File: src/rtl/alu_share_arbiter.sv
// ============================================================================
// alu_share_arbiter : shares one 32-bit ALU among NREQ valid/ready requesters
// Option macro: ALU_SHARE_FIXED_PRIO_EN (fixed priority instead of round-robin)
// Revision: 1.0
// ============================================================================
`default_nettype none

module alu_share_arbiter #(
  parameter int NREQ = 2,
  parameter int IDW  = 1
) (
  input  logic                clk,
  input  logic                rst_n,
  input  logic [NREQ-1:0]     req_valid,
  output logic [NREQ-1:0]     req_ready,
  input  logic [NREQ*32-1:0]  req_srca,
  input  logic [NREQ*32-1:0]  req_srcb,
  input  logic [NREQ*4-1:0]   req_ctrl,
  output logic [31:0]         alu_srca,
  output logic [31:0]         alu_srcb,
  output logic [3:0]          alu_ctrl,
  input  logic [31:0]         alu_result,
  input  logic                alu_zero,
  output logic                rsp_valid,
  input  logic                rsp_ready,
  output logic [31:0]         rsp_data,
  output logic                rsp_zero,
  output logic                rsp_err,
  output logic [IDW-1:0]      rsp_id
);

  localparam logic [1:0] ST_IDLE = 2'd0;
  localparam logic [1:0] ST_EXEC = 2'd1;
  localparam logic [1:0] ST_RESP = 2'd2;

  logic [1:0]     state;
  logic [IDW-1:0] last_grant;
  logic [IDW-1:0] id_q;
  logic           err_q;

  logic           grant_found;
  logic [IDW-1:0] grant_idx;
  logic [31:0]    sel_srca;
  logic [31:0]    sel_srcb;
  logic [3:0]     sel_ctrl;
  logic           ctrl_ok;

  always_comb begin
    grant_found = 1'b0;
    grant_idx   = '0;
`ifdef ALU_SHARE_FIXED_PRIO_EN
    for (int i = 0; i < NREQ; i++) begin
      if (!grant_found && req_valid[i]) begin
        grant_found = 1'b1;
        grant_idx   = IDW'(i);
      end
    end
`else
    // Search above last_grant first, then wrap around to the low indices.
    for (int i = 0; i < NREQ; i++) begin
      if (!grant_found && req_valid[i] && (i > int'(last_grant))) begin
        grant_found = 1'b1;
        grant_idx   = IDW'(i);
      end
    end
    for (int i = 0; i < NREQ; i++) begin
      if (!grant_found && req_valid[i] && (i <= int'(last_grant))) begin
        grant_found = 1'b1;
        grant_idx   = IDW'(i);
      end
    end
`endif
  end

  always_comb begin
    sel_srca = '0;
    sel_srcb = '0;
    sel_ctrl = '0;
    for (int i = 0; i < NREQ; i++) begin
      if (grant_idx == IDW'(i)) begin
        sel_srca = req_srca[32*i +: 32];
        sel_srcb = req_srcb[32*i +: 32];
        sel_ctrl = req_ctrl[4*i +: 4];
      end
    end
  end

  always_comb begin
    ctrl_ok = 1'b0;
    case (sel_ctrl)
      4'b0000, 4'b1000, 4'b0010,
      4'b0110, 4'b0111, 4'b0100: ctrl_ok = 1'b1;
      default:                   ctrl_ok = 1'b0;
    endcase
  end

  always_comb begin
    req_ready = '0;
    for (int i = 0; i < NREQ; i++) begin
      req_ready[i] = (state == ST_IDLE) && grant_found && (grant_idx == IDW'(i));
    end
  end

  always_ff @(posedge clk or negedge rst_n) begin
    if (!rst_n) begin
      state      <= ST_IDLE;
      last_grant <= IDW'(NREQ - 1);
      id_q       <= '0;
      err_q      <= 1'b0;
      alu_srca   <= '0;
      alu_srcb   <= '0;
      alu_ctrl   <= 4'b0000;
      rsp_valid  <= 1'b0;
      rsp_data   <= '0;
      rsp_zero   <= 1'b0;
      rsp_err    <= 1'b0;
      rsp_id     <= '0;
    end else begin
      case (state)
        ST_IDLE: begin
          if (grant_found) begin
            alu_srca   <= sel_srca;
            alu_srcb   <= sel_srcb;
            alu_ctrl   <= ctrl_ok ? sel_ctrl : 4'b0000;
            err_q      <= !ctrl_ok;
            id_q       <= grant_idx;
            last_grant <= grant_idx;
            state      <= ST_EXEC;
          end
        end
        ST_EXEC: begin
          // Response fields are updated together so rsp_id never leads the data.
          rsp_data  <= err_q ? 32'd0 : alu_result;
          rsp_zero  <= err_q ? 1'b0 : alu_zero;
          rsp_err   <= err_q;
          rsp_id    <= id_q;
          rsp_valid <= 1'b1;
          state     <= ST_RESP;
        end
        ST_RESP: begin
          if (rsp_ready) begin
            rsp_valid <= 1'b0;
            state     <= ST_IDLE;
          end
        end
        default: begin
          state <= ST_IDLE;
        end
      endcase
    end
  end

endmodule

`default_nettype wire
File: config.mk
export PLATFORM = sky130hd
export DESIGN_NAME = alu_share_arbiter
export DESIGN_NICKNAME = d
export VERILOG_FILES = /design/src/rtl/alu_share_arbiter.sv
export SDC_FILE = /design/constraint.sdc
export NUM_CORES = 1
export LEC_CHECK = 0
export CAP_MARGIN = 20
export CORE_UTILIZATION = 42
export CTS_CLUSTER_SIZE = 16
export DETAILED_ROUTE_END_ITERATION = 8
export GPL_TIMING_DRIVEN = 0
export PLACE_DENSITY = 0.87
export SYNTH_ARGS = -nofsm -noshare
export SYNTH_HDL_FRONTEND = slang
export SYNTH_SLANG_ARGS = --single-unit
File: constraint.sdc
create_clock -name clk -period 4.7 [get_ports clk]
set_clock_uncertainty 0.2 [all_clocks]
set_input_delay 0.705 -clock clk [delete_from_list [all_inputs] [get_ports clk]]
set_output_delay 0.705 -clock clk [all_outputs]
set_load 0.05 [all_outputs]
==> impl_metrics.toml, run 1 <==
[floorplanning]
die_y_um = 110
num_rows = 39
start_util_pct = 43.0
die_area_um2 = 12100
coreArea_um2 = 11400
ioPinCount = 280
dieWidth_um = 110

[cells_and_area]
nets = 893
antenna_cells = 0
syn_to_final_growth_pct = 66.8
nFillCells = 797
drive_above_1_share_pct = 5.40
fin_area_um2 = 8180

[critical_path]
worstPathArrival_ns = 2.91
required_ns = 3.80
worstSetupStartpointType = "input port"
crit_path_end_kind = "output pin"
path_class = "input port to output pin"
cp_max_fo = 10

[timing]
timing.fmax_ghz = 0.262
layout_min_cycle_time_ns = 3.82
setup_tns_ns = 0
holdWs_ns = 0.170
tightest_slew_ns = 0.634
timing_hold_violations_final = 0
slew_headroom_pct = 57.6
setup_viol_count_final = 0
layout_worst_path_cycle_share_pct = 81.3
rsz0062_at_grt = "false"
report.final.slew_viol_count = 0

[detailed_routing]
wire_per_inst_um = 19.2
met1Wirelength_um = 6420
wl_um = 16600
drtIter0Drc = 319
route.top_layer_used = "met4"
drt-pass1-iter-count = 5
vias = 4774
wl_met2_um = 8460
wl_met3_um = 1370
drc = 0
antenna_violating_nets_post_route = 0
routed_via_density = 5.52

[synthesis]
synth_largest_area_cell = "dfrtp_1"
ys_top_cells_by_area = "dfrtp_1 (55%), a221o_1 (13%), o21a_1 (9.9%)"
yosysUniqueCellTypes = 38
ys_warn_count = 0
yosysSeqAreaShare_pct = 55.6
synth_edf_count = 0
synth-seq-cells = 109
yosysMostFrequentCell = "dfrtp_1"
async_flop_share_pct = 100
netlist_top_cells_count = "dfrtp_1 (108), o21a_1 (65), a221o_1 (64)"
yosysTopAreaCellShare_pct = 55.1
netlist_area_um2 = 4900
synthFlopType = "dfrtp_1"
avgSynthCellArea_um2 = 11.5
synthesis.nets = 602
synthCells = 428

[cts]
clkTransAtPathRegs_ns = 0.06
clockBufferDepth = 2
hold_buffers = 0
cts_max_level = 3
clock-sinks = 109
cts.repair.resized = 0
cts_buffers = 9
root_buffer = "clkbuf_16"
cts_tree = "built"
worstSkewPairLatency_ns = 0.33
post-cts-setup-buffers = 0

[grt]
grt_pass1_wl_um = 24300
grt_max_degree = 66
track_usage_pct = 26.7
grt_overflow_total = 0
first_global_vias = 4705
antenna_found_initial = 0

[pwr]
peakVddDrop_mv = 0.521
p_per_area_nw_per_um2 = 757
leakage_uw = 0.00340

[worst_hold_path]
hold_class = "input port to async pin"

[place]
placed_area_um2 = 7900
io_buffer_count = 279
dpl.hpwl_um = 12600
gp_congestion = 0.850

[job]
drv_cap = 0

[run_status]
status = "complete, no violations"
-- cell families after synthesis --
| family | after synthesis | synth area share (%) |
|---|---|---|
| flip-flops | 109 | 55.6 |
| multiplexers | 6 | 1.43 |
| buffers and inverters | 43 | 4.29 |
| AND/OR/NAND/NOR | 90 | 9.54 |
| AO/OA/AOI/OAI | 180 | 29.1 |
-- worst paths after layout --
| kind | start | end | slack [ns] | depth (start not counted) |
|---|---|---|---|---|
| max | req_valid[1] | req_ready[1] | 0.88 | 6 |
| min | rst_n | rsp_zero | 0.17 | 1 |
| max reg2reg | last_grant | alu_srca[18] | 2.69 | 5 |
| min reg2reg | id_q | id_q | 0.27 | 1 |
| max in group asynchronous | rst_n | last_grant | 3.39 | 2 |
| min in group clk | id_q | id_q | 0.27 | 1 |
-- critical path: stages --
cell,delay [ns]
clkdlybuf4s50_1,0.54
a21bo_1,0.23
buf_6,0.14
nor2_2,0.17
buf_2,0.28
clkdlybuf4s50_1,0.84
-- metrics by stage --
step           total power [uW]  worst slack (ns)  utilization [%]  cells
2_1_floorplan              4100              2.27                -    428
3_3_place_gp               5370             -1.34             69.0    850
3_5_place_dp               5460             0.875             69.2    851
4_1_cts                    6220             0.871             71.7    865
5_1_grt                    6490             0.799             71.7    865
6_report                   6190             0.881             71.7    865
-- sequential cells by signal (all words and copies together), names as in the netlist, 2 cells and up --
register / flops
alu_srca: 32
alu_srcb: 32
rsp_data: 32
alu_ctrl: 4
state: 2
-- layout by cell type (no fill, tap or decap), drive strengths merged, types with 2 or more instances in the layout --
| cell type | n |
|---|---|
| nand2b | 37 |
| a221o | 64 |
| o21ai | 38 |
| clkdlybuf4s50 | 278 |
| a21oi | 2 |
| clkbuf | 36 |
| o21a | 65 |
| nor2 | 3 |
| a21o | 2 |
| nor3 | 2 |
| nand2 | 39 |
| dfrtp | 108 |
| nor2b | 3 |
| o41ai | 2 |
| inv | 2 |
| mux2 | 5 |
| buf | 19 |
-- where the power goes --
part / internal [uW] / switching [uW]
clock network: 422 / 316
logic: 1450 / 2380
registers: 1370 / 259
total: 3240 / 2950
-- per-layer routing --
metal	global-route usage, %	up-vias
li1	-	2180
met4	9.90	0
met3	5.35	25
met1	32.0	2301
met5	0	-
met2	47.2	268
-- final cells by class --
type | instances | area [um^2] | area share, %
tap | 143 | 179 | 2.19
clock inverter | 2 | 35.0 | 0.428
multi-input combinational | 276 | 1970 | 24.0
clock buffer | 12 | 246 | 3.01
sequential | 109 | 2730 | 33.3
timing repair buffer | 280 | 2820 | 34.4
inverter | 2 | 7.51 | 0.0917
buffer | 41 | 203 | 2.48
(Power assumes the default switching activity.)
==> run 2, diff against run 1 <==
--- a/config.mk
+++ b/config.mk
@@ -6,11 +6,11 @@
 export NUM_CORES = 1
 export LEC_CHECK = 0
 export CAP_MARGIN = 20
-export CORE_UTILIZATION = 42
+export CORE_UTILIZATION = 35
 export CTS_CLUSTER_SIZE = 16
 export DETAILED_ROUTE_END_ITERATION = 8
 export GPL_TIMING_DRIVEN = 0
-export PLACE_DENSITY = 0.87
+export PLACE_DENSITY = 0.78
 export SYNTH_ARGS = -nofsm -noshare
 export SYNTH_HDL_FRONTEND = slang
 export SYNTH_SLANG_ARGS = --single-unit
==> constraint.sdc (replaced) <==
create_clock -name clk -period 3.5 [get_ports clk]
set_clock_uncertainty 0.2 [all_clocks]
set_input_delay 0.525 -clock clk [delete_from_list [all_inputs] [get_ports clk]]
set_output_delay 0.525 -clock clk [all_outputs]
set_load 0.05 [all_outputs]
==> impl_metrics.toml, run 2 (same netlist as run 1, synthesis figures left out) <==
[run_status]
status = "complete, no violations"

[timing]
timing_hold_violations_final = 0
rsz0062_at_grt = "false"
layout_min_cycle_time_ns = 3.36
tightest_slew_ns = 0.694
timing.fmax_ghz = 0.297
slew_headroom_pct = 53.6
setup_tns_ns = 0
holdWs_ns = 0.00579
layout_worst_path_cycle_share_pct = 96.1
report.final.slew_viol_count = 0
setup_viol_count_final = 0

[cts]
hold_buffers = 0
clockBufferDepth = 2
cts_max_level = 3
clkTransAtPathRegs_ns = 0.07
cts_buffers = 9
root_buffer = "clkbuf_16"
clock-sinks = 109
worstSkewPairLatency_ns = 0.35
cts_tree = "built"

[critical_path]
crit_buf_inv = 3
cp_max_fo = 10
reg2reg_to = "alu_srcb[6]"
path_cells = "clkdlybuf4s50_1 -> nand2b_1 -> and3_1 -> clkbuf_1 -> clkdlybuf4s50_1"
worstPathArrival_ns = 2.64
crit_path_end_kind = "output pin"
crit_slowest_cell = "clkdlybuf4s50_1"
crit_path_max_incr_delay_ns = 0.92
worstSetupStartpointType = "input port"
crit_end = "req_ready[0]"
rrSetupSlack_ns = 1.46
path_class = "input port to output pin"
cp_top_family = "buffers and inverters"
cp_num_cells = 5
crit_top_cell = "clkdlybuf4s50_1"
r2r-start = "last_grant"
startpoint = "req_valid[1]"
r2r_cells = 5
required_ns = 2.77

[detailed_routing]
vias = 4722
drtIter0Drc = 303
wl_met3_um = 1230
wl_um = 16900
route.top_layer_used = "met4"
wl_met2_um = 8440
met1Wirelength_um = 6810
wire_per_inst_um = 18.7
antenna_violating_nets_post_route = 0
routed_via_density = 5.24
drt-pass1-iter-count = 4
drc = 0

[cells_and_area]
nets = 893
reg.largest.list = "alu_srca (32), alu_srcb (32), rsp_data (32)"
final_common_cell = "clkdlybuf4s50_1"
syn_to_final_growth_pct = 68.0
drive_above_1_share_pct = 5.66
nFillCells = 1124
most-common-layout-cells = "clkdlybuf4s50_1 (277), dfrtp_1 (108), o21a_1 (65), a221o_1 (64), nand2_1 (39)"

[floorplanning]
start_util_pct = 36.5
coreArea_um2 = 13500
die_y_um = 120
num_rows = 42
ioPinCount = 280
die_area_um2 = 14500
dieWidth_um = 120

[worst_hold_path]
hold_class = "input port to async pin"

[pwr]
pwr-share-seq_pct = 26.4
combPwrFrac_pct = 61.4
leakage_uw = 0.00341
peakVddDrop_mv = 0.554
netSwitchingFraction_pct = 47.8
internal_power_uw = 4360
p_per_area_nw_per_um2 = 1010
p_sw_uw = 3980
pwr-share-clk_pct = 12.3

[grt]
grt_overflow_total = 0
first_global_vias = 5017
antenna_found_initial = 2
grt_max_degree = 60
grt_pass1_wl_um = 26100
track_usage_pct = 23.3

[place]
dpl.hpwl_um = 12900
gp_congestion = 0.860
io_buffer_count = 279

[job]
drv_cap = 0
run 2: cell type report:
type	count	area, um^2	share of cell area (%)
repair buffers	280	2820	34.2
flip-flops and latches	109	2730	33.1
multi-input cells	276	1970	23.9
clock buffers	12	246	2.99
well taps	176	220	2.67
plain buffers	41	203	2.46
clock inverters	4	47.5	0.577
inverters	2	7.51	0.0911
diodes	2	5.00	0.0607
run 2: worst min path at each step:
stage | endpoint | start
after detailed placement | id_q | id_q
after global routing | rsp_data[10] | rst_n
after floorplan | alu_ctrl[0] | rst_n
final | rsp_data[10] | rst_n
after global placement | rsp_data[21] | rsp_data[21]
after CTS | rsp_data[10] | rst_n
run 2: metal layers:
metal	up-vias	track usage [%]
met5	-	0
met4	0	9.72
met3	23	5.42
met2	193	40.3
met1	2324	27.9
li1	2182	-
run 2: per-stage QoR:
step	utilization, %	setup slack [ns]	instance area [um^2]	total power, uW	std cells
detailed placement	59.0	0.00609	7940	7330	884
CTS	61.2	0.168	8240	8380	900
floorplan	-	1.39	4900	5510	428
global placement	58.9	-2.38	7920	7230	883
finish	61.3	0.137	8240	8340	902
global route	61.3	0.0596	8240	8730	902
run 2: what timing repair did:
action	CTS	global route
setup endpoints to repair	1	0
gates resized for setup	1	0
buffers inserted	0	0
run 2: power groups by stage:
stage                     logic [uW]  registers (uW)  clock network [uW]
after detailed placement        5130            2200                   0
final                           5120            2200                1020
after CTS                       5150            2190                1040
after global routing            5380            2260                1090
after floorplan                 1490            4020                   0
after global placement          5050            2180                   0
